**config.mk**
```make
export PLATFORM = sky130hd
export DESIGN_NAME = rf_bypass_flat
export DESIGN_NICKNAME = d
export VERILOG_FILES = /design/src/rtl/rf_bypass_if.sv /design/src/rtl/rf_bypass.sv /design/src/flat_wrapper.sv
export SDC_FILE = /design/constraint.sdc
export NUM_CORES = 1
export LEC_CHECK = 0
export ABC_AREA = 0
export CAP_MARGIN = 20
export CELL_PAD_IN_SITES_DETAIL_PLACEMENT = 1
export CELL_PAD_IN_SITES_GLOBAL_PLACEMENT = 2
export CORE_MARGIN = 4
export CORE_UTILIZATION = 30
export CTS_CLUSTER_SIZE = 25
export DETAILED_ROUTE_END_ITERATION = 12
export MAX_ROUTING_LAYER = met4
export PLACE_DENSITY = 0.61
export SYNTH_ARGS = -nofsm -noshare
export SYNTH_HDL_FRONTEND = slang
export SYNTH_SLANG_ARGS = --single-unit
```
**constraint.sdc**
```tcl
create_clock -name clk -period 9.1 [get_ports clk]
set_input_delay 1.365 -clock clk [delete_from_list [all_inputs] [get_ports clk]]
set_output_delay 1.365 -clock clk [all_outputs]
set_load 0.02 [all_outputs]
```
**src/rtl/rf_bypass_if.sv**
```systemverilog
// Operand-fetch bus between the decode side and the rf_bypass register file:
// read/write selects, write data and enable, and the two read results.
interface rf_bypass_if #(
  parameter int WIDTH = 16
);
  logic [2:0]       read1RegSel;
  logic [2:0]       read2RegSel;
  logic [2:0]       writeRegSel;
  logic [WIDTH-1:0] writeData;
  logic             write;
  logic [WIDTH-1:0] read1Data;
  logic [WIDTH-1:0] read2Data;
  logic             err;

  modport master (
    output read1RegSel,
    output read2RegSel,
    output writeRegSel,
    output writeData,
    output write,
    input  read1Data,
    input  read2Data,
    input  err
  );

  modport slave (
    input  read1RegSel,
    input  read2RegSel,
    input  writeRegSel,
    input  writeData,
    input  write,
    output read1Data,
    output read2Data,
    output err
  );
endinterface

```
**src/rtl/rf_bypass.sv**
```systemverilog
// Eight-entry register file, two combinational read ports with write-to-read
// bypass, one clocked write port, and a write-during-reset diagnostic flag.
module rf_bypass #(
  parameter int WIDTH = 16
) (
  input  logic         clk,
  input  logic         rst,
  rf_bypass_if.slave   bus
);

  logic [WIDTH-1:0] regs_r [8];
  logic             err_r;
  logic [WIDTH-1:0] read1_s;
  logic [WIDTH-1:0] read2_s;
  logic             bypass1_s;
  logic             bypass2_s;

  // Register storage: async clear on rst, otherwise one write per rising edge.
  always_ff @(posedge clk or posedge rst) begin
    if (rst) begin
      for (int i = 0; i < 8; i++) begin
        regs_r[i] <= {WIDTH{1'b0}};
      end
    end else if (bus.write) begin
      regs_r[bus.writeRegSel] <= bus.writeData;
    end
  end

  // Diagnostic flag; rst is sampled here on purpose, since an async clear
  // would hide exactly the write-during-reset condition being reported.
  always_ff @(posedge clk) begin
    err_r <= rst & bus.write;
  end

  // Bypass match detection, disabled while reset is asserted.
  always_comb begin
    bypass1_s = 1'b0;
    bypass2_s = 1'b0;
    if (!rst && bus.write) begin
      bypass1_s = (bus.read1RegSel == bus.writeRegSel);
      bypass2_s = (bus.read2RegSel == bus.writeRegSel);
    end else begin
      bypass1_s = 1'b0;
      bypass2_s = 1'b0;
    end
  end

  // Read port 1 mux: reset forces zero, bypass beats stored contents.
  always_comb begin
    read1_s = {WIDTH{1'b0}};
    if (rst) begin
      read1_s = {WIDTH{1'b0}};
    end else if (bypass1_s) begin
      read1_s = bus.writeData;
    end else begin
      read1_s = regs_r[bus.read1RegSel];
    end
  end

  // Read port 2 mux, same priority as port 1.
  always_comb begin
    read2_s = {WIDTH{1'b0}};
    if (rst) begin
      read2_s = {WIDTH{1'b0}};
    end else if (bypass2_s) begin
      read2_s = bus.writeData;
    end else begin
      read2_s = regs_r[bus.read2RegSel];
    end
  end

  assign bus.read1Data = read1_s;
  assign bus.read2Data = read2_s;
  assign bus.err       = err_r;

endmodule
```
**src/flat_wrapper.sv**
```systemverilog
// flat-port wrapper written by rule: the top's interface ports become plain ports
module rf_bypass_flat 
#(
  parameter int WIDTH = 16
)
  (clk, rst, bus_read1RegSel, bus_read2RegSel, bus_writeRegSel, bus_writeData, bus_write, bus_read1Data, bus_read2Data, bus_err);
  rf_bypass_if #(.WIDTH(WIDTH)) bus_i ();
  input  logic clk;
  input  logic rst;
  input wire logic [$bits(bus_i.read1RegSel)-1:0] bus_read1RegSel;
  input wire logic [$bits(bus_i.read2RegSel)-1:0] bus_read2RegSel;
  input wire logic [$bits(bus_i.writeRegSel)-1:0] bus_writeRegSel;
  input wire logic [$bits(bus_i.writeData)-1:0] bus_writeData;
  input wire logic [$bits(bus_i.write)-1:0] bus_write;
  output wire logic [$bits(bus_i.read1Data)-1:0] bus_read1Data;
  output wire logic [$bits(bus_i.read2Data)-1:0] bus_read2Data;
  output wire logic [$bits(bus_i.err)-1:0] bus_err;
  assign bus_i.read1RegSel = bus_read1RegSel;
  assign bus_i.read2RegSel = bus_read2RegSel;
  assign bus_i.writeRegSel = bus_writeRegSel;
  assign bus_i.writeData = bus_writeData;
  assign bus_i.write = bus_write;
  assign bus_read1Data = bus_i.read1Data;
  assign bus_read2Data = bus_i.read2Data;
  assign bus_err = bus_i.err;
  rf_bypass #(.WIDTH(WIDTH)) u_core (.clk(clk), .rst(rst), .bus(bus_i));
endmodule
```
==> results of run 1 <==
sequential cells by signal (all words and copies together), names as in the netlist:
register,cells
u_core.bus.err,1
u_core.regs_r,128
where the power goes:
group	total [mW]	internal (mW)	switching (mW)	leakage, nW
sequential	0.795	0.701	0.0944	1.54
combinational	0.463	0.265	0.198	1.70
clock	0.673	0.422	0.251	0.285
total	1.93	1.39	0.543	3.52
worst max-delay path, delay by kind of cell:
kind,cells,cell delay [ns]
buffers and inverters,4,2.36
AND/OR/NAND/NOR,1,0.55
AO/OA/AOI/OAI,2,0.25
XOR/XNOR,1,0.15
Yosys cell counts:
cell / n
nand4b_2: 3
dfrtp_1: 128
nand4_1: 2
nand4_2: 1
clkbuf_1: 9
or2_2: 2
nor3b_4: 2
dfxtp_1: 1
buf_6: 4
inv_1: 1
nor2b_1: 1
o22ai_1: 30
nand2b_1: 2
buf_1: 16
mux2_4: 10
mux2_1: 3
buf_4: 11
mux4_2: 34
a21oi_1: 62
xnor2_1: 6
mux2_2: 115
nand2_1: 1
nor3_4: 2
mux2i_1: 62
buf_2: 18
buf_12: 1
and2_1: 1
clkbuf_4: 2
nand2b_4: 1
o21ai_0: 32
cell usage in the layout, fill, tap and decap left out, drive strengths merged, types with 3 or more instances in the layout:
cell,synthesis,layout
a21oi,62,62
buf,50,16
clkbuf,11,21
clkdlybuf4s50,0,58
clkinv,0,5
dfrtp,128,128
mux2,128,128
mux2i,62,62
mux4,34,34
nand2b,3,3
nand4,3,3
nand4b,3,3
o21ai,32,32
o22ai,30,30
xnor2,6,6
area by class of cell:
type / instances / area (sq um)
timing repair buffer: 74 / 696
tap: 319 / 399
clock inverter: 10 / 109
sequential: 129 / 3220
fill: 2478 / 15100
multi-input combinational: 372 / 3770
inverter: 1 / 8.76
clock buffer: 21 / 470
kinds of logic (layout without fill, tap and decap cells):
| kind of cell | after synthesis | count (layout) | synth area share (%) |
|---|---|---|---|
| AOI/OAI and AO/OA | 124 | 124 | 8.96 |
| xor gates and xnor gates | 6 | 6 | 0.715 |
| buffers and inverters | 62 | 106 | 4.77 |
| DFF | 129 | 129 | 43.9 |
| muxes | 224 | 224 | 39.0 |
| and+or+nand+nor | 18 | 18 | 2.66 |
routing by layer:
layer / global-route usage, % / wire (um)
met1: 23.1 / 10100
met5: - / 0
met4: 3.63 / 151
met2: 26.8 / 10300
met3: 2.80 / 617
how the worst min path moves through the flow:
stage	startpoint	to	slack, ns	cells after the start
5_1_grt	u_core.regs_r[48]	u_core.regs_r[48]	0.54	1
2_1_floorplan	u_core.regs_r[48]	u_core.regs_r[48]	0.48	1
3_5_place_dp	u_core.regs_r[49]	u_core.regs_r[49]	0.50	1
4_1_cts	u_core.regs_r[49]	u_core.regs_r[49]	0.52	1
6_report	u_core.regs_r[49]	u_core.regs_r[49]	0.51	1
3_3_place_gp	u_core.regs_r[48]	u_core.regs_r[48]	0.49	1
per-stage QoR:
| stage | std cells | cell area [sq um] |
|---|---|---|
| after floorplan | 563 | 7340 |
| after global placement | 895 | 8100 |
| after detailed placement | 895 | 8100 |
| after CTS | 926 | 8680 |
| after global routing | 926 | 8680 |
| final | 926 | 8680 |
==> metrics.log, run 1 <==
INFO  metric dpl.hpwl = 13.3 mm
INFO  metric grt_setup_unrepaired = no
INFO  metric post-cts-setup-buffers = 0
INFO  metric post_cts_hold_buffer_count = 0
INFO  metric worst_setup_path_start_kind = input pin
INFO  metric synth.lib_cells_used.distinct = 30
INFO  metric timing.critical_path.slowest_stage_cell = clkdlybuf4s50_1
INFO  metric globalRouteTotalUtil = 16.9%
INFO  metric first_global_vias = 5425
INFO  metric setup.worst_path.class = input pin to output port
INFO  metric timing.critical_path.required = 7.74 ns
INFO  metric report.final.hold_viol_count = 0
INFO  metric tns = 0 ns
INFO  metric fp.coreArea = 0.0238 sq mm
INFO  metric floorplan.initialDensity = 30.9%
INFO  metric worst-endpoint-arrival = 4.69 ns
INFO  metric max-cap-violations = 0
INFO  metric cp-end-kind = output port
INFO  metric finalWeightedCongestion = 0.745
INFO  metric chipHeight = 164 um
INFO  metric final.period_utilization = 66.6%
INFO  metric timing.max_slew.rel_slack = 33.5%
INFO  metric routed-via-count = 4909
INFO  metric diodes = 0
INFO  metric synth_cells = 563
INFO  metric hp-class = flip-flop to flip-flop
INFO  metric clock_tree.root_cell = clkbuf_16
INFO  metric global_route_wire_length_before_repair = 33.5 mm
INFO  metric post_synthesis_instance_area = 0.00734 sq mm
INFO  metric clock_sinks = 129
INFO  metric finalNetCount = 623
INFO  metric tritoncts = built
INFO  metric layout_min_cycle_time = 6.06 ns
INFO  metric initial_antenna_violation_count = 0
INFO  metric ctsResizeCount = 0
INFO  metric ioPinCount = 61
INFO  metric dr.pass1.iters = 4
INFO  metric post-synth-top-area-cell = dfrtp_1
INFO  metric floorplan.rows = 56
INFO  metric synthesis.nets = 591
INFO  metric port_buffers = 60
INFO  metric route.detailed.drc = 0
INFO  metric synth_top_cell_area_share = 43.6%
INFO  metric pin_count_of_the_biggest_net_entering_global_routing = 77
INFO  metric post_drt_via_cell_ratio = 5.30
INFO  metric run_status = finished, final reports clean
INFO  metric fraction_of_layout_cells_with_a_size_suffix_above_1 = 35.7%
INFO  metric routed_wl = 21.2 mm
INFO  metric die_area = 0.0270 sq mm
INFO  metric drt_iter0_markers = 223
INFO  metric final_critical_path_setup_slack = 3.04 ns
INFO  metric finalMaxSlewViolations = 0
INFO  metric crit_path_start = bus_read1RegSel[1]
INFO  metric regToRegSetupSlack = 8.29 ns
INFO  metric worst-path-max-fanout = 18
INFO  metric leakagePower = 3.52 nW
INFO  metric worst_r2r_endpoint = u_core.regs_r[86]
INFO  metric design_power_total = 1.93 mW
INFO  metric grt_overflow = 0
INFO  metric clock_insertion_delay_worst_skew = 0.41 ns
INFO  metric fmaxAchievable = 0.165 GHz
INFO  metric final_setup_vio_count = 0
INFO  metric cts_buffer_depth = 2
INFO  metric setup.worst_path.end = bus_read1Data[3]
INFO  metric ys_ff_latch = 129
INFO  metric clock-skew-final = 0 ns
INFO  metric reg2regPathDepth = 1
INFO  metric syn2layout_area_growth = 18.1%
INFO  metric mean_area_per_synthesized_cell = 13.0 sq um
INFO  metric synthesis.yosys.warnings = 0
INFO  metric seq_area_frac_synth = 43.9%
INFO  metric die_w = 164 um
INFO  metric hold_slack = 0.512 ns
INFO  metric critPathMaxStageDelay = 1.00 ns
INFO  metric worst_ir_drop_vdd = 0.000129 V
INFO  metric power.density_cell_area = 223 mW/mm^2
INFO  metric cts_buffers = 17
INFO  metric timing.rr.start = u_core.regs_r[86]
INFO  metric clock_transition_at_the_registers_of_the_reported_paths = 0.06 ns
INFO  metric route.antenna.remaining_nets = 0
INFO  metric post_synth_main_area_contributors = dfrtp_1, mux2_2, mux4_2, mux2i_1, a21oi_1
INFO  metric htree_levels = 4
INFO  metric cell_breakdown_of_the_critical_path = clkdlybuf4s50_1, buf_4, xnor2_1, nand4_1, buf_4, o21ai_0, a21oi_1, clkdlybuf4s50_1
INFO  metric max_slew.worst_pin.slew = 0.998 ns
INFO  metric route.detailed.wl_per_inst = 22.9 um
INFO  metric dpl_worst_slack = 3.04 ns
INFO  metric final_core_util = 36.5%
Power figures use the tool's default switching activity.
==> run 2, diff against run 1 <==
- PLACE_DENSITY: 0.61 -> 0.63
- clock period: 9.1 -> 5.5 ns (I/O delays scaled with it)
==> run 2 against run 1 <==
Net effect: register-to-register slack lost 3.6 ns; count of clock-buffer cells in the layout grew 3; non-clock buffer count grew 2; flip-flop and latch count is the same; combinational power grew 68%; sequential power grew 65%; global-route usage is essentially flat; wire length grew 1.3%; final cell count grew 0.32%; setup slack lost 1.9 ns; die area is the same.
==> metrics.log, run 2 (same netlist as run 1, synthesis figures left out) <==
INFO  metric dpl.hpwl = 13.5 mm
INFO  metric routed_wl = 21.5 mm
INFO  metric route.detailed.wl_per_inst = 23.1 um
INFO  metric setup.worst_path.class = input pin to output port
INFO  metric chipHeight = 164 um
INFO  metric max_slew.worst_pin.slew = 1.04 ns
INFO  metric layout_min_cycle_time = 4.34 ns
INFO  metric worst_r2r_endpoint = u_core.regs_r[48]
INFO  metric worst_ir_drop_vdd = 0.000194 V
INFO  metric syn2layout_area_growth = 19.0%
INFO  metric clock_tree.root_cell = clkbuf_16
INFO  metric die_w = 164 um
INFO  metric hp-class = flip-flop to flip-flop
INFO  metric reg2regPathDepth = 1
INFO  metric globalRouteTotalUtil = 16.9%
INFO  metric grt_setup_unrepaired = no
INFO  metric tns = 0 ns
INFO  metric max-cap-violations = 0
INFO  metric ioPinCount = 61
INFO  metric port_buffers = 60
INFO  metric post_drt_via_cell_ratio = 5.29
INFO  metric finalMaxSlewViolations = 0
INFO  metric cp_delay_by_family_top = buffers and inverters
INFO  metric route.detailed.drc = 0
INFO  metric cell_breakdown_of_the_critical_path = clkdlybuf4s50_1, buf_4, or2_2, o22ai_1, a21oi_1, a21oi_1, clkdlybuf4s50_1
INFO  metric timing.max_slew.rel_slack = 30.4%
INFO  metric worst-path-max-fanout = 15
INFO  metric route.antenna.remaining_nets = 0
INFO  metric clock_transition_at_the_registers_of_the_reported_paths = 0.06 ns
INFO  metric pin_count_of_the_biggest_net_entering_global_routing = 72
INFO  metric min_delay_worst_endpoint = u_core.regs_r[49]
INFO  metric routed-via-count = 4910
INFO  metric htree_levels = 4
INFO  metric drt_iter0_markers = 263
INFO  metric finalWeightedCongestion = 0.733
INFO  metric regToRegSetupSlack = 4.68 ns
INFO  metric final_setup_vio_count = 0
INFO  metric floorplan.initialDensity = 30.9%
INFO  metric floorplan.rows = 56
INFO  metric diodes = 0
INFO  metric clock-skew-final = 0 ns
INFO  metric layout.cells.most_common_list = dfrtp_1, mux2_2, mux2i_1, a21oi_1, clkdlybuf4s50_1
INFO  metric post_cts_hold_buffer_count = 0
INFO  metric clock_insertion_delay_worst_skew = 0.41 ns
INFO  metric path_buf_inv = 3
INFO  metric report.final.hold_viol_count = 0
INFO  metric post-cts-setup-buffers = 0
INFO  metric fp.coreArea = 0.0238 sq mm
INFO  metric finalNetCount = 625
INFO  metric final.period_utilization = 78.8%
INFO  metric design_power_total = 3.20 mW
INFO  metric timing.critical_path.slowest_stage_cell = clkdlybuf4s50_1
INFO  metric worst_setup_path_start_kind = input pin
INFO  metric first_global_vias = 5592
INFO  metric power.density_cell_area = 366 mW/mm^2
INFO  metric fraction_of_layout_cells_with_a_size_suffix_above_1 = 35.4%
INFO  metric register_ranked_first_by_flip_flop_count = u_core.regs_r
INFO  metric layout_commonest_cell = dfrtp_1
INFO  metric die_area = 0.0270 sq mm
INFO  metric worst-endpoint-arrival = 3.51 ns
INFO  metric tritoncts = built
INFO  metric run_status = finished, final reports clean
INFO  metric cp-end-kind = output port
INFO  metric worst_hold_startpoint = u_core.regs_r[49]
INFO  metric timing.critical_path.required = 4.68 ns
INFO  metric dr.pass1.iters = 4
INFO  metric grt_overflow = 0
INFO  metric timing.rr.start = u_core.regs_r[48]
INFO  metric critPathMaxStageDelay = 0.66 ns
INFO  metric largest_register_ffs = 128
INFO  metric global_route_wire_length_before_repair = 33.3 mm
INFO  metric fmaxAchievable = 0.231 GHz
INFO  metric leakagePower = 3.54 nW
INFO  metric ctsResizeCount = 0
INFO  metric hold_path_depth = 1
INFO  metric cts_buffer_depth = 2
INFO  metric cts_buffers = 17
INFO  metric initial_antenna_violation_count = 0
INFO  metric clock_sinks = 129
==> run 2: cell types whose count changed in the layout (fill, tap and decap cells not counted), sizes merged <==
cell / previous run / this run
buf: 16 / 18
clkinvlp: 2 / 3
clkinv: 5 / 3
inv: 2 / 1
clkbuf: 21 / 24
==> run 2: worst max path at each step <==
stage / from / endpoint / slack, ns / depth (start not counted)
after global routing: bus_writeRegSel[2] / bus_read1Data[15] / 0.97 / 7
after global placement: bus_read1RegSel[0] / bus_read1Data[10] / 1.17 / 7
after CTS: bus_read2RegSel[0] / bus_read2Data[9] / 1.15 / 7
final: bus_read2RegSel[0] / bus_read2Data[9] / 1.16 / 7
after detailed placement: bus_read2RegSel[0] / bus_read2Data[9] / 1.16 / 7
after floorplan: rst / bus_read1Data[10] / 1.18 / 4
==> run 2: metrics by stage <==
| stage | setup slack, ns | area, sq um | cells | utilization (%) | hold WS [ns] |
|---|---|---|---|---|---|
| 5_1_grt | 0.971 | 8740 | 929 | 36.8 | 0.533 |
| 6_report | 1.16 | 8740 | 929 | 36.8 | 0.525 |
| 4_1_cts | 1.15 | 8730 | 928 | 36.7 | 0.519 |
| 3_5_place_dp | 1.16 | 8150 | 896 | 34.3 | 0.506 |
| 2_1_floorplan | 1.18 | 7350 | 563 | - | 0.480 |
| 3_3_place_gp | 1.17 | 8140 | 895 | 34.2 | 0.493 |
==> run 2: cell type report <==
class	count	area, sq um
clock buffer	24	472
clock inverter	8	105
fill	2486	15000
inverter	1	8.76
multi-input combinational	372	3770
sequential	129	3220
tap	319	399
timing repair buffer	76	759
==> run 2: where the power goes <==
part | switching [mW] | internal (mW)
Sequential | 0.152 | 1.16
Clock | 0.415 | 0.692
Combinational | 0.336 | 0.444
==> run 2: metal layers <==
layer / GRT usage, % / vias to the layer above / share of wire (%)
met5: - / - / 0
met4: 4.20 / 0 / 1.4
met3: 3.39 / 21 / 4.2
met2: 27.5 / 100 / 48
met1: 21.8 / 2599 / 46
li1: - / 2190 / -
